**config.mk**
```make
export PLATFORM = sky130hd
export DESIGN_NAME = ifetch_queue
export DESIGN_NICKNAME = d
export VERILOG_FILES = /design/src/rtl/ifetch_queue.sv
export SDC_FILE = /design/constraint.sdc
export NUM_CORES = 1
export LEC_CHECK = 0
export CAP_MARGIN = 20
export CORE_ASPECT_RATIO = 1.75
export CORE_MARGIN = 8
export CORE_UTILIZATION = 56
export CTS_CLUSTER_SIZE = 8
export DETAILED_ROUTE_END_ITERATION = 8
export PLACE_DENSITY = 0.8
export SYNTH_ARGS = -nofsm -noshare
export SYNTH_HDL_FRONTEND = slang
export SYNTH_SLANG_ARGS = --single-unit
```
**constraint.sdc**
```tcl
create_clock -name clk -period 6.08 [get_ports clk]
set_clock_uncertainty 0.05 [all_clocks]
set_input_delay 1.824 -clock clk [delete_from_list [all_inputs] [get_ports clk]]
set_output_delay 1.824 -clock clk [all_outputs]
set_load 0.005 [all_outputs]
```
**src/rtl/ifetch_queue.sv**
```systemverilog
// Instruction fetch queue: issues sequential word fetches, reorders nothing (in-order memory),
// and presents filled entries to decode. Optional same-cycle response bypass: IFETCH_QUEUE_BYPASS_EN.
module ifetch_queue #(
    parameter logic [31:0] RESET_PC = 32'h0000_0000,
    parameter int          DEPTH    = 4
) (
    input  logic        clk,
    input  logic        rst,
    input  logic        redirect_valid,
    input  logic [31:0] redirect_pc,
    output logic        imem_req_valid,
    input  logic        imem_req_ready,
    output logic [31:0] imem_req_addr,
    input  logic        imem_rsp_valid,
    input  logic [31:0] imem_rsp_data,
    output logic        out_valid,
    input  logic        out_ready,
    output logic [31:0] out_instr,
    output logic [31:0] out_pc
);

    localparam int AW = $clog2(DEPTH);
    localparam int DW = 8;
    localparam logic [AW:0] PTR_ONE = (AW+1)'(1);
    localparam logic [AW:0] FULL    = (AW+1)'(DEPTH);

    logic [31:0]   pc;
    logic [AW:0]   head, fill, tail;
    logic [31:0]   e_pc   [DEPTH];
    logic [31:0]   e_data [DEPTH];
    logic [DW-1:0] drop_cnt;
    logic [31:0]   last_instr, last_pc;

    logic [AW:0]   reserved, pending;
    logic [AW-1:0] head_idx, fill_idx, tail_idx;
    logic          head_filled, rsp_fill, rsp_drop, rsp_any, bypass, pop, req_fire;

    // head..fill are filled entries, fill..tail are issued but unanswered
    assign reserved    = tail - head;
    assign pending     = tail - fill;
    assign head_idx    = head[AW-1:0];
    assign fill_idx    = fill[AW-1:0];
    assign tail_idx    = tail[AW-1:0];
    assign head_filled = (head != fill);

    assign rsp_drop = imem_rsp_valid && (drop_cnt != '0);
    assign rsp_fill = imem_rsp_valid && (drop_cnt == '0) && (pending != '0);
    assign rsp_any  = imem_rsp_valid && ((drop_cnt != '0) || (pending != '0));

`ifdef IFETCH_QUEUE_BYPASS_EN
    assign bypass = rsp_fill && !head_filled && !redirect_valid;
`else
    assign bypass = 1'b0;
`endif

    assign out_valid = !rst && (head_filled || bypass);
    assign out_pc    = (head_filled || bypass) ? e_pc[head_idx] : last_pc;
    assign out_instr = head_filled ? e_data[head_idx] : (bypass ? imem_rsp_data : last_instr);

    assign imem_req_valid = !rst && !redirect_valid && (reserved < FULL);
    assign imem_req_addr  = pc;

    assign pop      = out_valid && out_ready;
    assign req_fire = imem_req_valid && imem_req_ready;

    always_ff @(posedge clk) begin
        if (rst) begin
            pc         <= RESET_PC;
            head       <= '0;
            fill       <= '0;
            tail       <= '0;
            drop_cnt   <= '0;
            last_instr <= '0;
            last_pc    <= '0;
        end else begin
            if (out_valid) begin
                last_instr <= out_instr;
                last_pc    <= out_pc;
            end
            if (redirect_valid) begin
                // every outstanding request, including one answered right now, must be discarded
                pc       <= {redirect_pc[31:2], 2'b00};
                head     <= '0;
                fill     <= '0;
                tail     <= '0;
                drop_cnt <= drop_cnt + DW'(pending) - DW'(rsp_any);
            end else begin
                if (req_fire) begin
                    pc   <= pc + 32'd4;
                    tail <= tail + PTR_ONE;
                end
                if (rsp_drop) drop_cnt <= drop_cnt - DW'(1);
                if (rsp_fill) fill <= fill + PTR_ONE;
                if (pop)      head <= head + PTR_ONE;
            end
        end
    end

    always_ff @(posedge clk) begin
        if (!rst && !redirect_valid) begin
            if (req_fire) e_pc[tail_idx] <= pc;
            if (rsp_fill && !(bypass && out_ready)) e_data[fill_idx] <= imem_rsp_data;
        end
    end

endmodule
```
==> tab_implementation.tex, run 1 <==
\begin{tabular}{lr}
\hline
Metric & Value \\
\hline
\multicolumn{2}{l}{\textbf{Routing}} \\
Post-detailed-route via-to-cell ratio & 5.92 \\
Final WL & 33200 µm \\
DRC violations left & 0 \\
Remaining number of nets flagged by the antenna check after routing & 0 \\
First drt pass iteration count & 5 \\
DRC marker count from the first detailed-route iteration & 505 \\
Detailed-route wire length per cell & 21.8 µm \\
Total via count after detailed routing & 9019 \\
\multicolumn{2}{l}{\textbf{Global route}} \\
Number of antenna violations at the first check in global routing & 0 \\
Maximum number of pins on one net before global-route repair & 74 \\
Number of global-route vias before repair & 9612 \\
Global-route wire length before repair & 52000 µm \\
Total track usage & 20.7\% \\
Grt ovf & 0 \\
\multicolumn{2}{l}{\textbf{Yosys}} \\
Post-synthesis async set-or-reset flop share & 0\% \\
Distinct cell type count of the synthesized netlist & 67 \\
Cell area after synthesis & 14900 µm² \\
Largest area contributor in the synthesized netlist & sky130\_fd\_sc\_hd\_\_edfxtp\_1 \\
Count of flip-flops with a built-in enable after synthesis & 248 \\
Prevailing post-synth register cell & sky130\_fd\_sc\_hd\_\_edfxtp\_1 \\
Warnings from Yosys & 0 \\
Ranking of synthesized cells by area & sky130\_fd\_sc\_hd\_\_edfxtp\_1 (50\%), sky130\_fd\_sc\_hd\_\_dfxtp\_1 (15\%), sky130\_fd\_sc\_hd\_\_mux4\_2 (9.4\%) \\
Mean instance size in the synthesized netlist & 15.3 µm² \\
Share of the synthesized area in the top cell type & 49.9\% \\
Synthesized instance count & 974 \\
Fraction of the yosys area taken by sequential cells & 65.1\% \\
Synth Register Bits & 361 \\
\multicolumn{2}{l}{\textbf{STA}} \\
Time the worst path needs with I/O delays and setup & 5.08 ns \\
Hold\_ws & 0.402 ns \\
RSZ-0062 raised after global routing & no \\
Max Clock Freq & 0.197 GHz \\
Relative slew slack & 36.4\% \\
Fin. max-slew vios & 0 \\
Count of endpoints failing setup in the final report & 0 \\
Number of failing hold endpoints at the final stage & 0 \\
Transition time of the tightest slew-check pin & 0.954 ns \\
Sum Neg Setup Slack & 0 ns \\
Final worst path period share & 83.5\% \\
\multicolumn{2}{l}{\textbf{Final layout}} \\
Layout area overhead & 23.2\% \\
Post-layout instance area & 18400 µm² \\
Number of nets at the end of the flow & 1259 \\
Most common library cell in the layout ignoring fill and taps & sky130\_fd\_sc\_hd\_\_edfxtp\_1 \\
Top library cells by usage in the layout, fill and taps aside & sky130\_fd\_sc\_hd\_\_edfxtp\_1 (248), sky130\_fd\_sc\_hd\_\_clkdlybuf4s50\_1 (163), sky130\_fd\_sc\_hd\_\_dfxtp\_1 (111) \\
Antenna diode count & 0 \\
Reg area & 9710 µm² \\
Share of post-route cells with drive strength above 1 & 18.2\% \\
Multi-input gate area & 4870 µm² \\
Post-route core utilization & 69.6\% \\
Filler Cell Count & 1780 \\
\multicolumn{2}{l}{\textbf{Clocking}} \\
Htree depth & 2 \\
Hold-fix buffers at CTS & 0 \\
Post-CTS Repair Setup Buffers & 0 \\
Resized cells post-CTS & 0 \\
Clock transition at path regs & 0.06 ns \\
Clk Latency, worst-skew pair & 0.55 ns \\
Clk buf depth & 3 \\
Number of buffers inserted during clock tree synthesis & 51 \\
Num Clock Sinks & 361 \\
CTS tree & yes \\
Clk root buf & sky130\_fd\_sc\_hd\_\_clkbuf\_16 \\
\multicolumn{2}{l}{\textbf{Worst setup path}} \\
Reg2reg path depth & 17 \\
Worst flop-to-flop path startpoint & tail[0]\$\_SDFFE\_PP0P\_ \\
Required time reported for the critical path endpoint & 4.21 ns \\
Kind of start point of the critical path & input pin \\
Category of the critical setup timing path & input pin to output pin \\
Destination of the critical timing path & out\_valid \\
Endpoint of the lowest-slack register-to-register path & drop\_cnt[6]\$\_SDFFE\_PP0P\_ \\
Worst setup EP type & output pin \\
Critical path startpoint & rst \\
Largest driver fanout on the critical path & 3 \\
Worst reg-to-reg setup slack & 2.37 ns \\
Critical Path AT & 3.20 ns \\
\multicolumn{2}{l}{\textbf{Floorplan}} \\
Starting Density & 56.5\% \\
Total Die Area & 32300 µm² \\
Height of the die & 232 µm \\
Core outline area & 26400 µm² \\
Die width & 139 µm \\
Num ports & 168 \\
Number of rows created at floorplan & 79 \\
\multicolumn{2}{l}{\textbf{Placed design}} \\
Port bufs & 163 \\
Sum of net half-perimeters after detailed placement & 21600 µm \\
Post-detailed-placement cell area & 16900 µm² \\
Weighted congestion reported at the end of routability-driven placement & 0.852 \\
\multicolumn{2}{l}{\textbf{Min path}} \\
Path class of the lowest-slack min-delay path & register to register \\
\multicolumn{2}{l}{\textbf{Flow run}} \\
Max-capacitance violation count & 0 \\
\multicolumn{2}{l}{\textbf{Power and ir drop}} \\
VDD IR-drop max & 0.000323 V \\
Power density over cell area & 319 nW/µm² \\
Leakage component of the power & 6.26 nW \\
\multicolumn{2}{l}{\textbf{Outcome}} \\
Status & complete, no violations \\
\hline
\end{tabular}
-- synth_stat cells, drive strengths merged (7+ instances only) --
library cell and count:
edfxtp 248, dfxtp 113, and2 72, mux2 64, mux4 62, nand2 46
inv 36, clkbuf 35, ha 29, nor2 25, nand3 23, a21oi 22
buf 17, xnor2 17, and3 12, nor3 12, a211oi 10, nand4 9
a31oi 8, or4 8, o21ai 7
-- worst min-delay path by stage --
stage / depth (start not counted) / end / from / slack [ns]
2_1_floorplan: 2 / last_pc[0]$_SDFFE_PP0P_ / last_pc[0]$_SDFFE_PP0P_ / 0.37
3_3_place_gp: 2 / last_pc[0]$_SDFFE_PP0P_ / last_pc[0]$_SDFFE_PP0P_ / 0.38
3_5_place_dp: 2 / last_pc[1]$_SDFFE_PP0P_ / last_pc[1]$_SDFFE_PP0P_ / 0.40
4_1_cts: 2 / last_pc[1]$_SDFFE_PP0P_ / last_pc[1]$_SDFFE_PP0P_ / 0.41
5_1_grt: 2 / last_pc[1]$_SDFFE_PP0P_ / last_pc[1]$_SDFFE_PP0P_ / 0.44
6_report: 2 / last_pc[1]$_SDFFE_PP0P_ / last_pc[1]$_SDFFE_PP0P_ / 0.40
-- area by class of cell --
cell class                 count  area share [%]
multi-input combinational    526            26.5
clock buffer                  91            7.76
tap                          324            2.21
inverter                      36           0.735
sequential                   361            52.9
clock inverter                 4           0.191
timing repair buffer         182            9.72
-- routing by layer --
metal | GRT usage, % | up-vias | wire [µm]
met5 | 0 | - | 0
met4 | 9.20 | 0 | 1100
met3 | 3.83 | 80 | 1640
met2 | 39.4 | 306 | 18200
met1 | 21.8 | 4534 | 12200
li1 | - | 4099 | -
-- flip-flops by register name, summed over array words and instances, names as in the netlist, named ones only --
name           flops
tail               3
last_pc           32
head               3
e_pc             120
last_instr        32
drop_cnt           8
fill               3
e_data           128
imem_req_addr     30
-- critical path, cell delays in order --
cell                              delay, ns
sky130_fd_sc_hd__clkdlybuf4s50_1       0.48
sky130_fd_sc_hd__a31oi_1               0.32
sky130_fd_sc_hd__clkdlybuf4s50_1       0.58
-- kinds of logic after synthesis --
kind of cell | count (synthesis) | synth area share (%)
adder cells (fa/ha/maj) | 31 | 2.70
AO/OA/AOI/OAI | 103 | 5.15
other | 1 | 0.0251
XOR/XNOR | 22 | 1.38
AND/OR/NAND/NOR | 237 | 8.71
multiplexers | 131 | 14.5
flip-flops | 361 | 65.1
buffers and inverters | 88 | 2.42
-- power by group --
group	internal (mW)	total (mW)	switching, mW	leakage [nW]
Combinational	0.279	0.564	0.285	2.41
Clock	1.57	2.56	0.992	0.693
Sequential	2.67	2.73	0.0606	3.16
-- per-stage QoR --
step	cells	power [mW]	setup slack (ns)
floorplan	975	3.15	0.756
global placement	1429	3.33	0.975
detailed placement	1429	3.34	0.976
CTS	1524	5.91	0.944
global route	1524	6.07	0.809
finish	1524	5.86	1.00
No activity file was read; power rests on OpenSTA's default activity.
==> inputs of run 2 (changes only) <==
- CORE_UTILIZATION: 56 -> 51
- PLACE_DENSITY: 0.8 -> 0.76
- clock period: 6.08 -> 4.2 ns (I/O delays scaled with it)
==> tab_implementation.tex, run 2 (same netlist as run 1, synthesis figures left out) <==
\begin{tabular}{lr}
\hline
Metric & Value \\
\hline
\multicolumn{2}{l}{\textbf{Outcome}} \\
Status & complete, no violations (unchanged) \\
\multicolumn{2}{l}{\textbf{Clocking}} \\
CTS tree & yes (unchanged) \\
Num Clock Sinks & 361 (unchanged) \\
Clk root buf & sky130\_fd\_sc\_hd\_\_clkbuf\_16 (unchanged) \\
Post-CTS Repair Setup Buffers & 0 (unchanged) \\
Clk buf depth & 3 (unchanged) \\
Hold-fix buffers at CTS & 0 (unchanged) \\
Clk Latency, worst-skew pair & 0.55 ns (about the same) \\
Number of buffers inserted during clock tree synthesis & 51 (unchanged) \\
Resized cells post-CTS & 0 (unchanged) \\
Clock transition at path regs & 0.05 ns (was 0.06 ns) \\
Htree depth & 2 (unchanged) \\
\multicolumn{2}{l}{\textbf{STA}} \\
Fin. max-slew vios & 0 (unchanged) \\
Number of failing hold endpoints at the final stage & 0 (unchanged) \\
Sum Neg Setup Slack & 0 ns (unchanged) \\
Final worst setup slack & 0.154 ns (was 1.00 ns) \\
Relative slew slack & 46.7\% (was 36.4\%) \\
Final worst path period share & 96.3\% \\
RSZ-0062 raised after global routing & no (unchanged) \\
Max Clock Freq & 0.247 GHz \\
Transition time of the tightest slew-check pin & 0.800 ns (was 0.954 ns) \\
Count of endpoints failing setup in the final report & 0 (unchanged) \\
Time the worst path needs with I/O delays and setup & 4.05 ns \\
\multicolumn{2}{l}{\textbf{Routing}} \\
Topmost layer with routed signal wires & met4 (unchanged) \\
Total via count after detailed routing & 9020 (was 9019) \\
Remaining number of nets flagged by the antenna check after routing & 0 (unchanged) \\
Final WL & 34300 µm (was 33200 µm) \\
DR WL met2 & 19200 µm (was 18200 µm) \\
Met3 wire length & 1520 µm (was 1640 µm) \\
Detailed-route wire length per cell & 21.5 µm (was 21.8 µm) \\
DRC marker count from the first detailed-route iteration & 437 (was 505) \\
Detailed-routing wirelength on met1 & 12500 µm (was 12200 µm) \\
First drt pass iteration count & 5 (unchanged) \\
Post-detailed-route via-to-cell ratio & 5.66 (was 5.92) \\
DRC violations left & 0 (unchanged) \\
\multicolumn{2}{l}{\textbf{Global route}} \\
Maximum number of pins on one net before global-route repair & 74 (unchanged) \\
Grt ovf & 0 (unchanged) \\
Number of global-route vias before repair & 9817 (was 9612) \\
Global-route wire length before repair & 54500 µm (was 52000 µm) \\
Total track usage & 19.6\% (was 20.7\%) \\
Number of antenna violations at the first check in global routing & 0 (unchanged) \\
\multicolumn{2}{l}{\textbf{Final layout}} \\
Reg area & 9710 µm² (unchanged) \\
Share of post-route cells with drive strength above 1 & 19.0\% (was 18.2\%) \\
Most common library cell in the layout ignoring fill and taps & sky130\_fd\_sc\_hd\_\_edfxtp\_1 (unchanged) \\
Top library cells by usage in the layout, fill and taps aside & sky130\_fd\_sc\_hd\_\_edfxtp\_1 (248), sky130\_fd\_sc\_hd\_\_clkdlybuf4s50\_1 (163), sky130\_fd\_sc\_hd\_\_dfxtp\_1 (111) (unchanged) \\
Max reg flops & 128 (unchanged) \\
Top Registers & e\_data x128, e\_pc x120 (unchanged) \\
Largest register by flop count & e\_data (unchanged) \\
Filler Cell Count & 2124 (was 1780) \\
Antenna diode count & 0 (unchanged) \\
Layout area overhead & 25.0\% (was 23.2\%) \\
Post-route core utilization & 64.1\% (was 69.6\%) \\
Finished Layout Cells & 1595 (was 1524) \\
Number of nets at the end of the flow & 1271 (was 1259) \\
Multi-input gate area & 4880 µm² (was 4870 µm²) \\
\multicolumn{2}{l}{\textbf{Worst setup path}} \\
Worst reg-to-reg setup slack & 0.53 ns (was 2.37 ns) \\
Required time reported for the critical path endpoint & 2.89 ns (was 4.21 ns) \\
Combined buffer and inverter count along the critical path & 2 (unchanged) \\
Worst flop-to-flop path startpoint & tail[0]\$\_SDFFE\_PP0P\_ (unchanged) \\
Kind of start point of the critical path & input pin (unchanged) \\
Crit-path max cell delay & 0.58 ns (about the same) \\
CP most frequent cell & sky130\_fd\_sc\_hd\_\_clkdlybuf4s50\_1 (unchanged) \\
Largest driver fanout on the critical path & 6 (was 3) \\
Reg2reg path depth & 17 (unchanged) \\
Endpoint of the lowest-slack register-to-register path & drop\_cnt[6]\$\_SDFFE\_PP0P\_ (unchanged) \\
Top Family by Delay on Critical Path & buffers and inverters (unchanged) \\
Critical Path AT & 2.74 ns (was 3.20 ns) \\
Worst setup EP type & output pin (unchanged) \\
Category of the critical setup timing path & input pin to output pin (unchanged) \\
Critical path startpoint & rst (unchanged) \\
CP Cell Sequence & clkdlybuf4s50\_1 > a31oi\_1 > clkdlybuf4s50\_1 (unchanged) \\
Max stage delay cell, worst path & sky130\_fd\_sc\_hd\_\_clkdlybuf4s50\_1 (unchanged) \\
\multicolumn{2}{l}{\textbf{Power and ir drop}} \\
VDD IR-drop max & 0.000388 V (was 0.000323 V) \\
Leakage component of the power & 6.35 nW (was 6.26 nW) \\
Power density over cell area & 456 nW/µm² (was 319 nW/µm²) \\
\multicolumn{2}{l}{\textbf{Min path}} \\
Path class of the lowest-slack min-delay path & register to register (unchanged) \\
Worst hold path cell count & 2 (unchanged) \\
Hold Path End & last\_pc[1]\$\_SDFFE\_PP0P\_ (unchanged) \\
Hold path startpoint & last\_pc[1]\$\_SDFFE\_PP0P\_ (unchanged) \\
\multicolumn{2}{l}{\textbf{Flow run}} \\
Max-capacitance violation count & 0 (unchanged) \\
\multicolumn{2}{l}{\textbf{Placed design}} \\
Sum of net half-perimeters after detailed placement & 21900 µm (was 21600 µm) \\
Weighted congestion reported at the end of routability-driven placement & 0.868 (was 0.852) \\
Port bufs & 163 (unchanged) \\
DP Cell Count & 1499 (was 1429) \\
Setup slack after placement & 0.154 ns (was 0.976 ns) \\
\multicolumn{2}{l}{\textbf{Floorplan}} \\
Number of rows created at floorplan & 83 (was 79) \\
Core outline area & 29100 µm² (was 26400 µm²) \\
Starting Density & 51.3\% (was 56.5\%) \\
Die width & 145 µm (was 139 µm) \\
Height of the die & 242 µm (was 232 µm) \\
Total Die Area & 35200 µm² (was 32300 µm²) \\
Num ports & 168 (unchanged) \\
\hline
\end{tabular}
run 2: changes by cell type in the layout (fill, tap and decap cells not counted):
cell	before	now
sky130_fd_sc_hd__clkbuf_1	40	41
sky130_fd_sc_hd__buf_4	18	22
sky130_fd_sc_hd__buf_8	0	1
sky130_fd_sc_hd__buf_12	1	8
sky130_fd_sc_hd__nor3_2	1	0
sky130_fd_sc_hd__nor3_4	0	1
run 2: area by class of cell:
type / instances / share of cell area [%]
repair buffers: 194 / 10.6
multi-input cells: 526 / 26.2
well taps: 382 / 2.56
clock inverters: 4 / 0.188
clock buffers: 92 / 7.67
inverters: 36 / 0.725
flip-flops and latches: 361 / 52.1
run 2: worst max path at each step:
| stage | to | slack (ns) | cells after the start |
|---|---|---|---|
| after global placement | out_valid | 0.15 | 3 |
| after detailed placement | out_valid | 0.15 | 3 |
| after global routing | out_pc[17] | 0.02 | 4 |
| after floorplan | e_pc[3][10]$_DFFE_PP_ | 0.08 | 5 |
| after CTS | out_pc[31] | 0.08 | 4 |
| final | out_valid | 0.15 | 3 |
run 2: power by group:
part           leakage [nW]  internal (mW)  switching [mW]
logic                  2.50          0.413           0.423
registers              3.16           3.87          0.0863
clock network         0.695           2.28            1.43
total                  6.35           6.56            1.94
run 2: tightest hold or removal path, cell delays in order, from the launching register on:
cell	delay [ns]
sky130_fd_sc_hd__dfxtp_1	0.29
sky130_fd_sc_hd__inv_1	0.06
sky130_fd_sc_hd__nor3_1	0.05
run 2: through the flow:
step                      power, mW  area (µm²)  hold slack (ns)
after detailed placement       4.86       17200            0.391
after floorplan                4.56       14900            0.375
after global placement         4.83       17200            0.385
after CTS                      8.59       18600            0.404
after global routing           8.83       18600            0.414
final                          8.50       18600            0.402
run 2: per-layer routing:
| layer | up-vias | global-route usage (%) |
|---|---|---|
| li1 | 4134 | - |
| met1 | 4533 | 21.0 |
| met2 | 287 | 37.1 |
| met3 | 66 | 3.40 |
| met4 | 0 | 8.34 |
| met5 | - | 0 |
